$ cat config.mk
export PLATFORM = sky130hd
export DESIGN_NAME = mips_pipeline_mem_access
export DESIGN_NICKNAME = d
export VERILOG_FILES = /design/src/rtl/mips_pipeline_mem_access_pkg.sv /design/src/rtl/mips_datapath_mem_lane.sv /design/src/rtl/mips_pipeline_mem_access.sv
export SDC_FILE = /design/constraint.sdc
export NUM_CORES = 1
export LEC_CHECK = 0
export BUFFER_PORTS_ARGS = -buffer_cell sky130_fd_sc_hd__buf_2
export CAP_MARGIN = 20
export CORE_MARGIN = 2
export CORE_UTILIZATION = 43
export DETAILED_ROUTE_END_ITERATION = 7
export PLACE_DENSITY = 0.77
export SLEW_MARGIN = 20
export SYNTH_ARGS = -nofsm -noshare
export SYNTH_HDL_FRONTEND = slang
export SYNTH_SLANG_ARGS = --single-unit
export TNS_END_PERCENT = 10
$ cat constraint.sdc
create_clock -name clock -period 2.9 [get_ports clock]
set_input_delay 0.435 -clock clock [delete_from_list [all_inputs] [get_ports clock]]
set_output_delay 0.435 -clock clock [all_outputs]
set_load 0.01 [all_outputs]
$ cat src/rtl/mips_pipeline_mem_access_pkg.sv
// Shared MEM-stage types: memory access size encodings and the MemWb bundle
// handed to the write-back stage.
package mips_pipeline_mem_access_pkg;

   typedef enum logic [1:0] {
      MemByte = 2'd0,
      MemHalf = 2'd1,
      MemWord = 2'd2,
      MemRsvd = 2'd3
   } mem_size_e;

   typedef struct packed {
      logic        valid;
      logic        reg_write;
      logic [4:0]  write_reg;
      logic [31:0] data;
   } memwb_t;

   localparam memwb_t MemWbIdle = '{valid: 1'b0, reg_write: 1'b0, write_reg: 5'd0, data: 32'd0};

   function automatic memwb_t memwb_pack(input logic        reg_write,
                                         input logic [4:0]  write_reg,
                                         input logic [31:0] data);
      memwb_pack = '{valid: 1'b1, reg_write: reg_write, write_reg: write_reg, data: data};
   endfunction

endpackage

$ cat src/rtl/mips_datapath_mem_lane.sv
// Little-endian byte-lane logic for data-memory accesses: byte enables, store
// replication, load lane extraction with zero/sign extension, alignment check.
module mips_datapath_mem_lane
   import mips_pipeline_mem_access_pkg::*;
(
   input  logic [1:0]  addr_lo,
   input  logic [1:0]  size,
   input  logic        sign_ext,
   input  logic [31:0] store_data,
   input  logic [31:0] load_word,
   output logic        aligned,
   output logic [3:0]  be,
   output logic [31:0] wdata,
   output logic [31:0] load_data
);

   logic [15:0] lane_half;

   // Addressed lane moved to bit 0; half offsets are only used when aligned.
   assign lane_half = 16'(load_word >> {addr_lo, 3'b000});

   always_comb begin
      aligned   = 1'b1;
      be        = 4'hF;
      wdata     = store_data;
      load_data = load_word;
      unique case (mem_size_e'(size))
         MemByte: begin
            be        = 4'b0001 << addr_lo;
            wdata     = {4{store_data[7:0]}};
            load_data = {{24{sign_ext & lane_half[7]}}, lane_half[7:0]};
         end
         MemHalf: begin
            aligned   = ~addr_lo[0];
            be        = 4'b0011 << {addr_lo[1], 1'b0};
            wdata     = {2{store_data[15:0]}};
            load_data = {{16{sign_ext & lane_half[15]}}, lane_half};
         end
         default: aligned = (addr_lo == 2'b00);
      endcase
   end

endmodule

$ cat src/rtl/mips_pipeline_mem_access.sv
// MEM stage: retires ALU ops, runs loads/stores over a valid/ready data-memory
// handshake, stalls upstream while an access is outstanding, registers MemWb.
module mips_pipeline_mem_access
   import mips_pipeline_mem_access_pkg::*;
#(
   parameter int unsigned ADDR_W = 32,
   parameter int unsigned WORD_W = 32
) (
   input  logic              clock,
   input  logic              reset,
   input  logic              pipeValid,
   input  logic [WORD_W-1:0] aluResult,
   input  logic [WORD_W-1:0] storeData,
   input  logic              memRead,
   input  logic              memWrite,
   input  logic [1:0]        memSize,
   input  logic              memSigned,
   input  logic              regWrite,
   input  logic [4:0]        writeReg,
   input  logic              flush,
   output logic              stall,
   output logic              dmemReqValid,
   input  logic              dmemReqReady,
   output logic              dmemReqWrite,
   output logic [ADDR_W-1:0] dmemReqAddr,
   output logic [WORD_W-1:0] dmemReqWdata,
   output logic [3:0]        dmemReqBe,
   input  logic              dmemRespValid,
   input  logic [WORD_W-1:0] dmemRespRdata,
   output logic              addrError,
   output logic              wbValid,
   output logic              wbRegWrite,
   output logic [4:0]        wbWriteReg,
   output logic [WORD_W-1:0] wbData
);

   typedef enum logic [1:0] {StIdle, StReq, StResp} state_e;

   state_e      state_q;
   memwb_t      memwb_q;
   logic [1:0]  resp_addr_q;
   logic [1:0]  resp_size_q;
   logic        resp_signed_q;
   logic        resp_reg_write_q;
   logic [4:0]  resp_write_reg_q;
   logic        resp_killed_q;

   logic        in_idle, in_req, in_resp;
   logic        is_mem, memop, store_done;
   logic [1:0]  lane_addr, lane_size;
   logic        lane_signed;
   logic        aligned;
   logic [3:0]  lane_be;
   logic [31:0] lane_wdata, load_data;

   assign in_idle = (state_q == StIdle);
   assign in_req  = (state_q == StReq);
   assign in_resp = (state_q == StResp);

   // While waiting for a response the bundle may be killed, so lane selection
   // comes from the copy captured at request time.
   assign lane_addr   = in_resp ? resp_addr_q   : aluResult[1:0];
   assign lane_size   = in_resp ? resp_size_q   : memSize;
   assign lane_signed = in_resp ? resp_signed_q : memSigned;

   mips_datapath_mem_lane u_lane (
      .addr_lo    (lane_addr),
      .size       (lane_size),
      .sign_ext   (lane_signed),
      .store_data (storeData),
      .load_word  (dmemRespRdata),
      .aligned    (aligned),
      .be         (lane_be),
      .wdata      (lane_wdata),
      .load_data  (load_data)
   );

   assign is_mem     = memRead | memWrite;
   assign memop      = pipeValid & is_mem & aligned & ~flush;
   assign store_done = memWrite & dmemReqReady;

   // A flush withdraws a pending request unless the memory takes it this cycle.
   assign dmemReqValid = (in_idle & memop) | (in_req & (~flush | dmemReqReady));
   assign dmemReqWrite = memWrite;
   assign dmemReqAddr  = {aluResult[ADDR_W-1:2], 2'b00};
   assign dmemReqWdata = lane_wdata;
   assign dmemReqBe    = lane_be;

   assign stall = (in_idle & memop & ~store_done) | (in_req & ~store_done) |
                  (in_resp & ~dmemRespValid);

   assign wbValid    = memwb_q.valid;
   assign wbRegWrite = memwb_q.reg_write;
   assign wbWriteReg = memwb_q.write_reg;
   assign wbData     = memwb_q.data;

   always_ff @(posedge clock or posedge reset) begin
      if (reset) begin
         state_q          <= StIdle;
         memwb_q          <= MemWbIdle;
         addrError        <= 1'b0;
         resp_addr_q      <= 2'b00;
         resp_size_q      <= 2'b00;
         resp_signed_q    <= 1'b0;
         resp_reg_write_q <= 1'b0;
         resp_write_reg_q <= 5'd0;
         resp_killed_q    <= 1'b0;
      end else begin
         memwb_q.valid <= 1'b0;
         addrError     <= 1'b0;
         unique case (state_q)
            StIdle: begin
               if (pipeValid && !flush) begin
                  if (!is_mem) begin
                     memwb_q <= memwb_pack(regWrite, writeReg, aluResult);
                  end else if (!aligned) begin
                     memwb_q   <= memwb_pack(1'b0, writeReg, aluResult);
                     addrError <= 1'b1;
                  end else if (memWrite) begin
                     if (dmemReqReady) begin
                        memwb_q <= memwb_pack(regWrite, writeReg, aluResult);
                     end else begin
                        state_q <= StReq;
                     end
                  end else begin
                     resp_addr_q      <= aluResult[1:0];
                     resp_size_q      <= memSize;
                     resp_signed_q    <= memSigned;
                     resp_reg_write_q <= regWrite;
                     resp_write_reg_q <= writeReg;
                     resp_killed_q    <= 1'b0;
                     state_q          <= dmemReqReady ? StResp : StReq;
                  end
               end
            end
            StReq: begin
               if (dmemReqReady) begin
                  if (memWrite) begin
                     if (!flush) memwb_q <= memwb_pack(regWrite, writeReg, aluResult);
                     state_q <= StIdle;
                  end else begin
                     resp_killed_q <= flush;
                     state_q       <= StResp;
                  end
               end else if (flush) begin
                  state_q <= StIdle;
               end
            end
            StResp: begin
               if (flush) resp_killed_q <= 1'b1;
               if (dmemRespValid) begin
                  if (!resp_killed_q && !flush) begin
                     memwb_q <= memwb_pack(resp_reg_write_q, resp_write_reg_q, load_data);
                  end
                  state_q <= StIdle;
               end
            end
            default: state_q <= StIdle;
         endcase
      end
   end

endmodule
* Yosys cells after proc, flatten, opt, wreduce, memory -nomap -nowiden
Index checks and enable logic that the tools add are counted.
Word-level totals: bits in registers 54, input bits 113, output and inout bits 111, logic and storage cells 107
Cells by class: eq/ne operators 18, shift-type cells 3, multiplexer cells 41, bitwise operators 21, reduce and logical (&&, ||, !) cells 12
Operator list (count):
- 39-bit two-way mux | 10
- 32-bit one-hot mux with 2 select lines | 2
- 39-bit one-hot mux with 3 select lines | 1
- 32-bit by 5-bit right shift with 16-bit output | 1
- 2-bit two-way mux | 12
- 2-bit inequality test (second input constant) | 7
- 1-bit two-way mux | 12
- 1-bit bitwise AND | 11
- 9-bit AND reduction | 1
- 2-bit by 1-bit inequality test with 1-bit output (second input constant) | 4
- 4-bit inequality test (second input constant) | 2
- 4-bit one-hot mux with 2 select lines | 1
- 8-bit AND reduction | 1
- 2-bit zero test | 3
- 3-bit inequality test (second input constant) | 2
- 2-bit one-hot mux with 3 select lines | 1
- 6-bit AND reduction | 1
- 1-bit NOT | 5
- 1-bit OR | 5
- 5-bit AND reduction | 1
- 2-bit by 1-bit equality test with 1-bit output (second input constant) | 2
- 1-bit by 2-bit << shifter with 4-bit output (first input constant) | 1
- 2-bit by 2-bit << shifter with 4-bit output (first input constant) | 1
- 1-bit one-hot mux with 3 select lines | 1
- 5 further kinds | 7

* Logic depth before layout (Yosys ltp)
Gate-level depths: netlist (run 1).
depth after elaboration 10, depth in mapped cells 12, depth with buffers taken out 8

* Modules after synthesis
From an unflattened synthesis (run 1), not the netlist that was laid out.
Second synthesis, totals: cells, all modules 460, area, all modules 4435.5 sq um
Modules (own cells, without submodules):
- mips_pipeline_mem_access | instances 1, cells an instance 262, area an instance 3059.2 sq um, sequential area each 1351.3 sq um
- mips_datapath_mem_lane | instances 1, cells an instance 198, area an instance 1376.3 sq um, sequential area each 0.0 sq um

* Least setup slack after synthesis (run 1)
No wires, ideal clock.
path kind reg2out, start register state_q[0], end output port dmemReqWdata[16], data arrival time 1.990 ns, data required time 2.465 ns, slack 0.475 ns, cell stages (with the launch flop) 11, buffers on the path 5, cell sequence dfrtp_1 inv_1 ha_1 buf_4 buf_6 mux2i_1 buf_2 buf_2 buf_1 nand2_1 nand2_1
On the way: cells in the longest elaborated chain, start to end 4, elaborated cells between the ends (all ways) 5, those cells by class 2 x eq/ne; 2 x mux; 1 x reduce/logical
Ends and longest elaborated chain:
- from (decl) | RTL line mips_pipeline_mem_access.sv:39 | state_e state_q;
- from (signal assigned) | RTL line mips_pipeline_mem_access.sv:99 | state_q <= StIdle;
- from (signal assigned) | RTL line mips_pipeline_mem_access.sv:123 | state_q <= StReq;
- from (signal assigned) | RTL line mips_pipeline_mem_access.sv:132 | state_q <= dmemReqReady ? StResp : StReq;
- 2-bit equality test (*) | RTL line mips_pipeline_mem_access.sv:58 | assign in_resp = (state_q == StResp);
- 2-bit two-way mux (*) | RTL line mips_pipeline_mem_access.sv:63 | assign lane_size = in_resp ? resp_size_q : memSize;
- 2-bit by 1-bit equality test with 1-bit output or 2-bit zero test (tied branches) | RTL line mips_datapath_mem_lane.sv:27 | unique case (mem_size_e'(size))
- 32-bit one-hot mux with 2 select lines (*) | RTL line mips_datapath_mem_lane.sv:27
- to (decl) | RTL line mips_pipeline_mem_access.sv:26 | output logic [WORD_W-1:0] dmemReqWdata,
Every way passes the cells marked *; elsewhere a longest branch is shown, timed or not.

* Worst setup path in the final report (run 1)
start register state_q[0], end output port stall
On the way: cells in the longest elaborated chain, start to end 10, elaborated cells between the ends (all ways) 18, those cells by class 3 x eq/ne; 3 x mux; 9 x bitwise; 3 x reduce/logical
Ends and longest elaborated chain:
- 2-bit equality test | RTL line mips_pipeline_mem_access.sv:58
- 2-bit two-way mux, on equally long branches | RTL line mips_pipeline_mem_access.sv:63, mips_pipeline_mem_access.sv:62
- 2-bit by 1-bit equality test with 1-bit output (tied with other cells) | RTL line mips_datapath_mem_lane.sv:27
- 1-bit one-hot mux with 2 select lines | RTL line mips_datapath_mem_lane.sv:27
- 1-bit bitwise AND (2 in series) | RTL line mips_pipeline_mem_access.sv:79 | assign memop = pipeValid & is_mem & aligned & ~flush;
- 1-bit bitwise AND (2 in series) | RTL line mips_pipeline_mem_access.sv:89 | assign stall = (in_idle & memop & ~store_done) | (in_req & ~store_done) |
- 1-bit OR | RTL line mips_pipeline_mem_access.sv:89
- 1-bit OR (*) | RTL line mips_pipeline_mem_access.sv:89
- to (decl) | RTL line mips_pipeline_mem_access.sv:21 | output logic stall,
Marked as above.

==> impl_metrics.sql, run 1 <==
INSERT INTO impl_metrics (metric_group, metric, value, unit) VALUES
('drt', 'route.final.wire_length', '14970', 'um'),
('power_and_ir_drop', 'irDropWorstVdd', '0.0004549', 'V'),
('global_route', 'global_route.peak_usage_layer', 'met2', ''),
('die', 'area_enclosed_by_the_die_boundary', '10800', 'sq um'),
('die', 'io-pin-count', '224', ''),
('cts', 'ctsRootBufferMaster', 'clkbuf_8', ''),
('critical_path', 'critical-path-top-cell-by-count', 'buf_4', ''),
('placed_design', 'preCtsSetupSlack', '-0.01404', 'ns'),
('global_route', 'globalRouteMet3Util', '0.04323', ''),
('finish', 'finalNetCount', '800', ''),
('timing', 'report.final.slew_viol_count', '0', ''),
('placed_design', 'postPlaceCellArea', '5206', 'sq um'),
('critical_path', 'sequence_of_cells_on_the_critical_path', 'inv_1, ha_2, buf_4, o32a_1, buf_4, and2_1, o21ai_1, a22o_1, buf_2', ''),
('synth', 'synthesis.area', '4294', 'sq um'),
('cts', 'cts-hold-fix-buffers', '0', ''),
('global_route', 'grt_first_pass_wirelength', '23090', 'um'),
('cts', 'number_of_h_tree_levels', '2', ''),
('die', 'initial_core_util', '0.4414', ''),
('die', 'die_height', '103.9', 'um'),
('timing', 'timing.max_slew.rel_slack', '0.5490', ''),
('timing', 'worst_slew_pin_slew', '0.6748', 'ns'),
('timing', 'layout_worst_path_cycle_share', '0.9534', ''),
('finish', 'finish.utilization', '0.5471', ''),
('die', 'die_w', '103.9', 'um'),
('placed_design', 'place_congestion', '0.9408', ''),
('synth', 'synthesis.yosys.warnings', '0', ''),
('timing', 'finalWorstPathRequiredPeriod', '2.765', 'ns'),
('drt', 'routed_via_density', '5.580', ''),
('die', 'placementRows', '36', ''),
('synth', 'yosys.cell_count.top_type', 'nand2_1', ''),
('critical_path', 'worst_setup_path_end_kind', 'output port', ''),
('outcome', 'run_status', 'completed', ''),
('cts', 'cts_buffers', '5', ''),
('timing', 'setup_tns', '0', 'ns'),
('critical_path', 'cp_slowest_cell', 'dfrtp_1', ''),
('synth', 'synth_top_flop_cell', 'dfrtp_1', ''),
('synth', 'number_of_instances_in_the_synthesized_netlist', '513', ''),
('timing', 'max_clk_rate', '361.7', 'MHz'),
('die', 'fp.coreArea', '9729', 'sq um'),
('critical_path', 'critical_path_peak_fanout', '9', ''),
('global_route', 'grt_pass1_vias', '4386', ''),
('drt', 'drt_iter0_drc', '318', ''),
('cts', 'tritoncts', 'built', ''),
('timing', 'postLayoutSetupSlackWorst', '0.1351', 'ns'),
('cts', 'cts.reportedPaths.clkPinSlew', '0.10', 'ns'),
('synth', 'yosys_register_bits', '54', ''),
('timing', 'clock_skew', '0.01369', 'ns'),
('drt', 'post-route-drc-count', '0', ''),
('synth', 'synth.top_cells.by_area', 'dfrtp_1, buf_4, nand2_1', ''),
('synth', 'yosysSeqAreaShare', '0.3147', ''),
('synth', 'proportion_of_register_bits_with_asynchronous_set_or_reset_after_synthesis', '1.000', ''),
('global_route', 'initial_antenna_violation_count', '0', ''),
('drt', 'detail_route.first_pass.iterations', '5', ''),
('finish', 'area_growth_syn_to_layout', '23.95', '%'),
('timing', 'setup-violations-final', '0', ''),
('synth', 'yosys.area.top_type', 'dfrtp_1', ''),
('power_and_ir_drop', 'power_per_cell_area', '740.1', 'nW/um^2'),
('synth', 'synth_commonest_cells', 'nand2_1, dfrtp_1, buf_4', ''),
('flow_run', 'max_cap_violations', '0', ''),
('cts', 'clockBufferDepth', '2', ''),
('min_path', 'hold_path_class', 'in2async', ''),
('cts', 'cts_num_sinks', '54', ''),
('global_route', 'met1_track_demand_over_resource', '0.3232', ''),
('synth', 'synth_cell_types', '54', ''),
('placed_design', 'port_buffers', '221', ''),
('synth', 'synth-edff-count', '0', ''),
('power_and_ir_drop', 'total_power', '3.939', 'mW'),
('synth', 'post-synth-top-area-fraction', '0.3147', ''),
('global_route', 'grt_start_max_net_pins', '40', ''),
('power_and_ir_drop', 'total_leakage_power', '2.771', 'nW'),
('global_route', 'grt_use_met2', '0.4864', '');
## routing by layer
layer,wire length [um],share of wire,vias up
li1,-,-,2113
met1,6024,0.40,2177
met2,7579,0.51,237
met3,1030,0.069,26
met4,335,0.022,0
met5,0,0,-
## cell type report
cell class,count,area (sq um)
fill,955,4407
multi-input combinational,369,2404
sequential,54,1351
timing repair buffer,240,1269
tap,133,166.4
clock buffer,5,68.82
inverter,13,48.80
clock inverter,2,15.01
## kinds of logic after synthesis
kind of cell               share of synthesized area
and+or+nand+nor                               0.2057
AOI/OAI and AO/OA                             0.2214
buffers and inverters                         0.1340
DFF                                           0.3147
muxes                                         0.1116
adders and majority gates                    0.01166
other                                      0.0008733
## stage by stage
| step | cells | hold slack, ns |
|---|---|---|
| 6_report | 816 | 0.08150 |
| 2_1_floorplan | 514 | 0.4636 |
| 4_1_cts | 815 | 0.08219 |
| 3_5_place_dp | 808 | 0.4145 |
| 5_1_grt | 816 | 0.09519 |
| 3_3_place_gp | 808 | 0.4101 |
## repair_timing
action	4_1_cts	5_1_grt
gates resized for setup	1	7
setup buffers	0	1
endpoints found under the setup margin	4	26
## final timing paths
| path | to | slack (ns) | start | depth (start not counted) |
|---|---|---|---|---|
| worst max-delay path | stall | 0.14 | state_q[0] | 9 |
| worst min-delay path | resp_write_reg_q[0] | 0.08 | reset | 2 |
| worst max register to register | wbData[28] | 0.30 | state_q[0] | 9 |
| worst min register to register | wbData[4] | 0.48 | wbData[4] | 2 |
| max in group asynchronous | wbData[3] | 1.96 | reset | 3 |
| min in group clock | wbWriteReg[3] | 0.36 | writeReg[3] | 3 |
## sequential cells by signal, indices dropped and copies added (netlist names)
signal / flops
addrError: 1
resp_addr_q: 2
resp_killed_q: 1
resp_reg_write_q: 1
resp_signed_q: 1
resp_size_q: 2
resp_write_reg_q: 5
state_q: 2
wbData: 32
wbRegWrite: 1
wbValid: 1
wbWriteReg: 5
## critical path, delay by kind of cell, from the launching register on
kind	cells	cell delay [ns]
adders and majority gates	1	0.22
DFF	1	0.41
buffers and inverters	4	0.53
and+or+nand+nor	1	0.19
AOI/OAI and AO/OA	3	0.67
## cells in the final DEF (no fill, tap or decap), types with 3 or more instances in the layout
cell and instances:
clkbuf_8 5, a32o_1 3, o221ai_1 7, o21a_1 8
dfrtp_1 54, mux2_2 20, nand2_1 86, a22oi_1 20
inv_1 12, nand2b_1 4, a32oi_1 3, o211ai_1 7
o21ai_0 23, nor2b_1 4, a21o_1 3, nor2_1 33
and2_1 6, ha_1 3, nand3_1 36, or3_1 9
buf_4 16, a21oi_1 16, nand2_2 3, mux2i_1 20
buf_2 221, a31oi_1 9, nand4_1 3, o211ai_2 10
## power by group
group	switching [mW]	total [mW]	internal [mW]
combinational	1.29	2.20	0.915
sequential	0.231	1.31	1.08
clock	0.262	0.427	0.166
total	1.78	3.94	2.16
(Power assumes the default switching activity.)
==> run 2: changes to the inputs <==
--- a/config.mk
+++ b/config.mk
@@ -10,9 +10,11 @@
 export CORE_MARGIN = 2
 export CORE_UTILIZATION = 43
 export DETAILED_ROUTE_END_ITERATION = 7
-export PLACE_DENSITY = 0.77
+export PLACE_DENSITY = 0.76
+export SKIP_LAST_GASP = 1
 export SLEW_MARGIN = 20
 export SYNTH_ARGS = -nofsm -noshare
 export SYNTH_HDL_FRONTEND = slang
+export SYNTH_HIERARCHICAL = 1
 export SYNTH_SLANG_ARGS = --single-unit
 export TNS_END_PERCENT = 10
==> impl_metrics.sql, run 2 <==
INSERT INTO impl_metrics (metric_group, metric, value, unit) VALUES
('synth', 'yosys.area.top_type', 'dfrtp_1', ''),
('die', 'placementRows', '37', ''),
('cts', 'tritoncts', 'built', ''),
('critical_path', 'worst_ep_required_time', '2.47', 'ns'),
('finish', 'fillerInstances', '970', ''),
('finish', 'commonest_non_fill_non_tap_cells_in_the_layout', 'buf_2, dfrtp_1, a22oi_1', ''),
('die', 'fp.coreArea', '10180', 'sq um'),
('die', 'die_w', '105.6', 'um'),
('power_and_ir_drop', 'irDropWorstVdd', '0.0003654', 'V'),
('critical_path', 'worst_setup_path_end_kind', 'output port', ''),
('finish', 'final_common_cell', 'buf_2', ''),
('die', 'area_enclosed_by_the_die_boundary', '11140', 'sq um'),
('timing', 'worst_slew_pin_slew', '0.6817', 'ns'),
('power_and_ir_drop', 'switching_share', '0.4349', ''),
('timing', 'setup-violations-final', '0', ''),
('placed_design', 'place_congestion', '0.8806', ''),
('power_and_ir_drop', 'internal_power', '2.373', 'mW'),
('die', 'initial_core_util', '0.4355', ''),
('cts', 'cts_num_sinks', '54', ''),
('global_route', 'grt_use_total', '0.2362', ''),
('synth', 'synth_top_flop_cell', 'dfrtp_1', ''),
('global_route', 'grt_first_pass_wirelength', '21160', 'um'),
('synth', 'synthesis.yosys.warnings', '6', ''),
('die', 'die_height', '105.6', 'um'),
('cts', 'ctsRootBufferMaster', 'clkbuf_8', ''),
('power_and_ir_drop', 'power.net_switching', '1.826', 'mW'),
('cts', 'number_of_h_tree_levels', '2', ''),
('synth', 'synth_cell_types', '46', ''),
('finish', 'area_of_combinational_cells_with_multiple_inputs', '2589', 'sq um'),
('drt', 'antenna_violating_nets_left', '0', ''),
('global_route', 'grt_pass1_vias', '4106', ''),
('die', 'io-pin-count', '224', ''),
('synth', 'post-synth-top-area-fraction', '0.3047', ''),
('synth', 'syn-mean-instance-area', '9.642', 'sq um'),
('synth', 'yosys_register_bits', '54', ''),
('global_route', 'grt-ovfl-total', '0', ''),
('synth', 'yosys.cell_count.top_type', 'dfrtp_1', ''),
('drt', 'route.detailed.wl_per_inst', '18.21', 'um'),
('placed_design', 'port_buffers', '221', ''),
('critical_path', 'timing.setup.critical_path_class', 'reg2out', ''),
('cts', 'cts.reportedPaths.clkPinSlew', '0.12', 'ns'),
('drt', 'detail_route.first_pass.iterations', '5', ''),
('synth', 'synth_commonest_cells', 'dfrtp_1, buf_4, a22oi_1', ''),
('synth', 'synth-edff-count', '0', ''),
('timing', 'rsz0062_at_grt', 'yes', ''),
('synth', 'synthesis.area', '4436', 'sq um'),
('synth', 'proportion_of_register_bits_with_asynchronous_set_or_reset_after_synthesis', '1.000', ''),
('min_path', 'hold_path_class', 'in2async', ''),
('timing', 'report.final.slew_viol_count', '0', ''),
('cts', 'clockBufferDepth', '2', ''),
('timing', 'holdWs', '0.1257', 'ns'),
('drt', 'post-route-drc-count', '0', ''),
('power_and_ir_drop', 'pwr-share-comb', '0.587', ''),
('finish', 'area_growth_syn_to_layout', '25.39', '%'),
('placed_design', 'post-dp-hpwl', '10560', 'um'),
('finish', 'total_area_of_sequential_cells', '1351', 'sq um'),
('timing', 'layout_worst_path_cycle_share', '0.9815', ''),
('timing', 'clock_skew', '0.009573', 'ns'),
('cts', 'clk_latency', '0.32', 'ns'),
('power_and_ir_drop', 'total_leakage_power', '2.640', 'nW'),
('timing', 'setup_tns', '0', 'ns'),
('critical_path', 'crit_path_start_kind', 'register', ''),
('synth', 'yosysSeqAreaShare', '0.3047', ''),
('cts', 'cts_buffers', '5', ''),
('outcome', 'run_status', 'completed', ''),
('timing', 'timing.max_slew.rel_slack', '0.5455', ''),
('global_route', 'initial_antenna_violation_count', '2', ''),
('timing', 'hold_viol', '0', ''),
('power_and_ir_drop', 'power_per_cell_area', '755.1', 'nW/um^2'),
('drt', 'num_vias', '4281', ''),
('power_and_ir_drop', 'p_clk_frac', '0.130', ''),
('timing', 'finalWorstPathRequiredPeriod', '2.846', 'ns'),
('timing', 'max_clk_rate', '351.3', 'MHz'),
('finish', 'largest_register_ff_count', '32', ''),
('flow_run', 'max_cap_violations', '0', ''),
('power_and_ir_drop', 'power.share.sequential', '0.283', ''),
('drt', 'routed_via_density', '5.581', ''),
('finish', 'finalNetCount', '746', ''),
('synth', 'synth.top_cells.by_area', 'dfrtp_1, mux2_2, buf_4', ''),
('critical_path', 'critical_path_peak_fanout', '29', ''),
('global_route', 'grt_start_max_net_pins', '40', ''),
('drt', 'drt_iter0_drc', '210', ''),
('drt', 'route.final.wire_length', '13970', 'um'),
('critical_path', 'cp.arrival', '2.41', 'ns'),
('synth', 'number_of_instances_in_the_synthesized_netlist', '460', ''),
('finish', 'drive_above_1_share', '0.5238', '');
run 2: worst max-delay path: stages (launching register included):
cell and delay (ns):
dfrtp_1 0.39, inv_1 0.12, ha_4 0.20, mux2_2 0.37, buf_4 0.24, nor2_4 0.18
buf_12 0.14, mux2_2 0.33, buf_2 0.14
run 2: layout make-up:
type,count,share of cell area
Antenna cell,1,0.0004499
Timing Repair Buffer,239,0.2299
Tap cell,136,0.03060
Clock buffer,5,0.01237
Multi-Input combinational cell,315,0.4655
Inverter,14,0.009449
Sequential cell,54,0.2430
Clock inverter,3,0.008774
run 2: kinds of logic after synthesis:
| family | count (synthesis) | synth area share |
|---|---|---|
| multiplexers | 60 | 0.1467 |
| AND/OR/NAND/NOR | 91 | 0.1052 |
| AO/OA/AOI/OAI | 157 | 0.3001 |
| adder cells (fa/ha/maj) | 4 | 0.01128 |
| buffers and inverters | 93 | 0.1312 |
| other | 1 | 0.0008455 |
| flip-flops | 54 | 0.3047 |
run 2: metrics by stage:
step	instances	utilization	area [sq um]	setup slack (ns)	total power, mW
after floorplan	461	-	4439	0.1432	2.856
after global placement	756	0.5291	5389	0.07029	3.542
after detailed placement	756	0.5291	5389	-0.02438	3.608
after CTS	765	0.5431	5532	0.04661	4.179
after global routing	766	0.5458	5559	-0.04733	4.470
final	767	0.5461	5562	0.05370	4.200
run 2: path summary, 6_finish.rpt:
| kind | cells past startpoint | startpoint | slack [ns] | end |
|---|---|---|---|---|
| worst max register to register | 9 | state_q[0] | 0.20 | wbData[17] |
| min in group clock | 2 | writeReg[0] | 0.37 | resp_write_reg_q[0] |
| worst max-delay path | 8 | state_q[0] | 0.05 | dmemReqWdata[10] |
| worst min-delay path | 2 | reset | 0.13 | wbData[19] |
| worst min register to register | 1 | wbWriteReg[4] | 0.50 | wbWriteReg[4] |
| max in group asynchronous | 3 | reset | 2.13 | addrError |
run 2: routing by layer:
metal | vias to the layer above | GRT usage | share of wire
li1 | 2001 | - | -
met1 | 2033 | 0.2993 | 0.40
met2 | 225 | 0.4134 | 0.50
met3 | 20 | 0.03958 | 0.085
met4 | 2 | 0.06767 | 0.021
met5 | - | 0 | 0.00050
run 2: power groups by stage:
| stage | registers (mW) | clock network (mW) | logic (mW) |
|---|---|---|---|
| after floorplan | 1.27 | 0 | 1.59 |
| after CTS | 1.19 | 0.559 | 2.43 |
| after detailed placement | 1.19 | 0 | 2.41 |
| final | 1.19 | 0.547 | 2.47 |
| after global placement | 1.19 | 0 | 2.35 |
| after global routing | 1.22 | 0.586 | 2.66 |
run 2: repair_timing:
| action | CTS | global route |
|---|---|---|
| hold buffers | 0 | 0 |
| endpoints found under the setup margin | 38 | 46 |
| resized for setup | 3 | 3 |
| hold endpoints to repair | 0 | 0 |
| buffers inserted | 1 | 0 |
| cloned | 0 | 1 |
| pin swaps | 1 | 1 |
==> run 3: changes to the inputs <==
--- a/config.mk
+++ b/config.mk
@@ -10,11 +10,10 @@
 export CORE_MARGIN = 2
 export CORE_UTILIZATION = 43
 export DETAILED_ROUTE_END_ITERATION = 7
-export PLACE_DENSITY = 0.76
+export PLACE_DENSITY = 0.77
 export SKIP_LAST_GASP = 1
 export SLEW_MARGIN = 20
 export SYNTH_ARGS = -nofsm -noshare
 export SYNTH_HDL_FRONTEND = slang
-export SYNTH_HIERARCHICAL = 1
 export SYNTH_SLANG_ARGS = --single-unit
 export TNS_END_PERCENT = 10
==> impl_metrics.sql, run 3 (synthesis gave the netlist of run 1 again) <==
INSERT INTO impl_metrics (metric_group, metric, value, unit) VALUES
('die', 'die_w', '103.9', 'um'),
('cts', 'tritoncts', 'built', ''),
('finish', 'finalInstanceArea', '5320', 'sq um'),
('critical_path', 'critical-path-top-cell-by-count', 'buf_4', ''),
('global_route', 'grt_start_max_net_pins', '40', ''),
('power_and_ir_drop', 'total_leakage_power', '2.772', 'nW'),
('timing', 'report.final.slew_viol_count', '0', ''),
('die', 'fp.coreArea', '9729', 'sq um'),
('global_route', 'initial_antenna_violation_count', '0', ''),
('drt', 'drt_iter0_drc', '267', ''),
('critical_path', 'timing.setup.critical_path_class', 'reg2out', ''),
('timing', 'setup-violations-final', '0', ''),
('drt', 'detail_route.first_pass.iterations', '5', ''),
('timing', 'clock_skew', '0.01327', 'ns'),
('drt', 'routed_via_density', '5.574', ''),
('drt', 'antenna_violating_nets_left', '0', ''),
('cts', 'cts_buffers', '5', ''),
('die', 'initial_core_util', '0.4414', ''),
('min_path', 'hold_path_class', 'in2async', ''),
('drt', 'route.final.wire_length', '14940', 'um'),
('drt', 'post-route-drc-count', '0', ''),
('timing', 'finalWorstPathRequiredPeriod', '2.821', 'ns'),
('cts', 'clk_latency', '0.31', 'ns'),
('cts', 'clockBufferDepth', '2', ''),
('drt', 'route.detailed.wl_per_inst', '18.31', 'um'),
('finish', 'final_common_cell', 'buf_2', ''),
('cts', 'ctsRootBufferMaster', 'clkbuf_8', ''),
('timing', 'hold_viol', '0', ''),
('global_route', 'grt_first_pass_wirelength', '23090', 'um'),
('flow_run', 'max_cap_violations', '0', ''),
('critical_path', 'ff2ff_setup_slack', '0.29', 'ns'),
('critical_path', 'cp.arrival', '2.39', 'ns'),
('critical_path', 'reg2reg_from', 'state_q[0]', ''),
('die', 'io-pin-count', '224', ''),
('placed_design', 'port_buffers', '221', ''),
('critical_path', 'cp_slowest_cell', 'dfrtp_1', ''),
('cts', 'number_of_h_tree_levels', '2', ''),
('global_route', 'grt_pass1_vias', '4386', ''),
('critical_path', 'crit_path_start_kind', 'register', ''),
('die', 'die_height', '103.9', 'um'),
('global_route', 'grt-ovfl-total', '0', ''),
('global_route', 'grt_use_total', '0.2665', ''),
('die', 'area_enclosed_by_the_die_boundary', '10800', 'sq um'),
('finish', 'finish.utilization', '0.5468', ''),
('timing', 'rsz0062_at_grt', 'yes', ''),
('critical_path', 'max_stage_delay', '0.40', 'ns'),
('finish', 'finalNetCount', '800', ''),
('critical_path', 'sequence_of_cells_on_the_critical_path', 'inv_1, ha_1, buf_4, o32a_1, buf_4, and2_1, o21ai_1, a22o_1, buf_2', ''),
('drt', 'num_vias', '4548', ''),
('finish', 'drive_above_1_share', '0.4348', ''),
('finish', 'area_growth_syn_to_layout', '23.89', '%'),
('placed_design', 'post-dp-hpwl', '11770', 'um'),
('cts', 'cts.reportedPaths.clkPinSlew', '0.09', 'ns'),
('critical_path', 'cp.depth', '9', ''),
('drt', 'met2RoutedLength', '7680', 'um'),
('critical_path', 'worst_setup_path_end_kind', 'output port', ''),
('timing', 'holdWs', '0.08127', 'ns'),
('placed_design', 'postPlaceCellArea', '5206', 'sq um'),
('power_and_ir_drop', 'irDropWorstVdd', '0.0004709', 'V'),
('drt', 'route.met3.wl', '992', 'um'),
('timing', 'timing.max_slew.rel_slack', '0.5488', ''),
('drt', 'highest_layer', 'met4', ''),
('critical_path', 'critPathTopFamily', 'compound AO/OA/AOI/OAI gates', ''),
('finish', 'fillerInstances', '953', ''),
('timing', 'worst_slew_pin_slew', '0.6752', 'ns'),
('critical_path', 'crit-reg2reg-capture', 'wbData[28]', ''),
('critical_path', 'path_buf_inv', '4', ''),
('timing', 'max_clk_rate', '354.5', 'MHz'),
('die', 'placementRows', '36', ''),
('critical_path', 'worst_ep_required_time', '2.47', 'ns'),
('placed_design', 'place_congestion', '0.9408', ''),
('cts', 'cts_num_sinks', '54', ''),
('critical_path', 'critical_path_peak_fanout', '9', ''),
('finish', 'commonest_non_fill_non_tap_cells_in_the_layout', 'buf_2, nand2_1, dfrtp_1', ''),
('critical_path', 'rr_worst_depth', '9', ''),
('power_and_ir_drop', 'power_per_cell_area', '739.8', 'nW/um^2'),
('timing', 'layout_worst_path_cycle_share', '0.9728', ''),
('finish', 'largest_register_ff_count', '32', ''),
('drt', 'wl_met1', '5965', 'um'),
('outcome', 'run_status', 'completed', ''),
('finish', 'number_of_diodes', '0', '');
[run 3: final cells by class]
type | count | area [sq um] | share of cell area
clock buffer | 5 | 68.82 | 0.01294
clock inverter | 2 | 15.01 | 0.002822
inverter | 13 | 48.80 | 0.009172
multi-input combinational | 369 | 2401 | 0.4513
sequential | 54 | 1351 | 0.2540
tap | 133 | 166.4 | 0.03128
timing repair buffer | 240 | 1269 | 0.2385
[run 3: worst reg2reg max path: cells and delay by family, from the launching register on]
family	cells	cell delay, ns
mux	2	0.49
simple gates	1	0.31
buf+inv	2	0.30
compound gates	3	0.75
flops	1	0.42
fa+ha+maj	1	0.25
[run 3: through the flow]
stage / std cells / total power, mW / setup TNS, ns / setup WS [ns]
2_1_floorplan: 514 / 2.714 / 0 / 0.4751
4_1_cts: 815 / 3.926 / 0 / 0.004826
5_1_grt: 816 / 4.202 / -0.02286 / -0.02286
3_3_place_gp: 808 / 3.421 / 0 / 0.1250
3_5_place_dp: 808 / 3.487 / -0.02573 / -0.01404
6_report: 816 / 3.936 / 0 / 0.07885
[run 3: what timing repair did]
action | 4_1_cts | 5_1_grt
resized for setup | 1 | 6
hold buffers | 0 | 0
endpoints found under the setup margin | 4 | 26
pin swaps | 0 | 0
buffers inserted | 0 | 1
[run 3: how the worst max path moves through the flow]
stage	startpoint	endpoint	slack (ns)
3_3_place_gp	state_q[0]	wbData[8]	0.13
4_1_cts	state_q[0]	dmemReqWdata[14]	0.005
5_1_grt	state_q[0]	stall	-0.02
2_1_floorplan	state_q[0]	dmemReqWdata[16]	0.48
3_5_place_dp	state_q[0]	wbData[8]	-0.01
6_report	state_q[0]	stall	0.08
[run 3: routing by layer]
layer / vias to the layer above / global-route usage
met5: - / 0
met4: 0 / 0.07432
met2: 229 / 0.4864
met1: 2184 / 0.3232
met3: 22 / 0.04323
li1: 2113 / -
[run 3: report_power, final]
group	total (mW)	internal, mW	switching (mW)
logic	2.20	0.914	1.29
registers	1.31	1.08	0.229
clock network	0.426	0.166	0.261
total	3.94	2.16	1.78
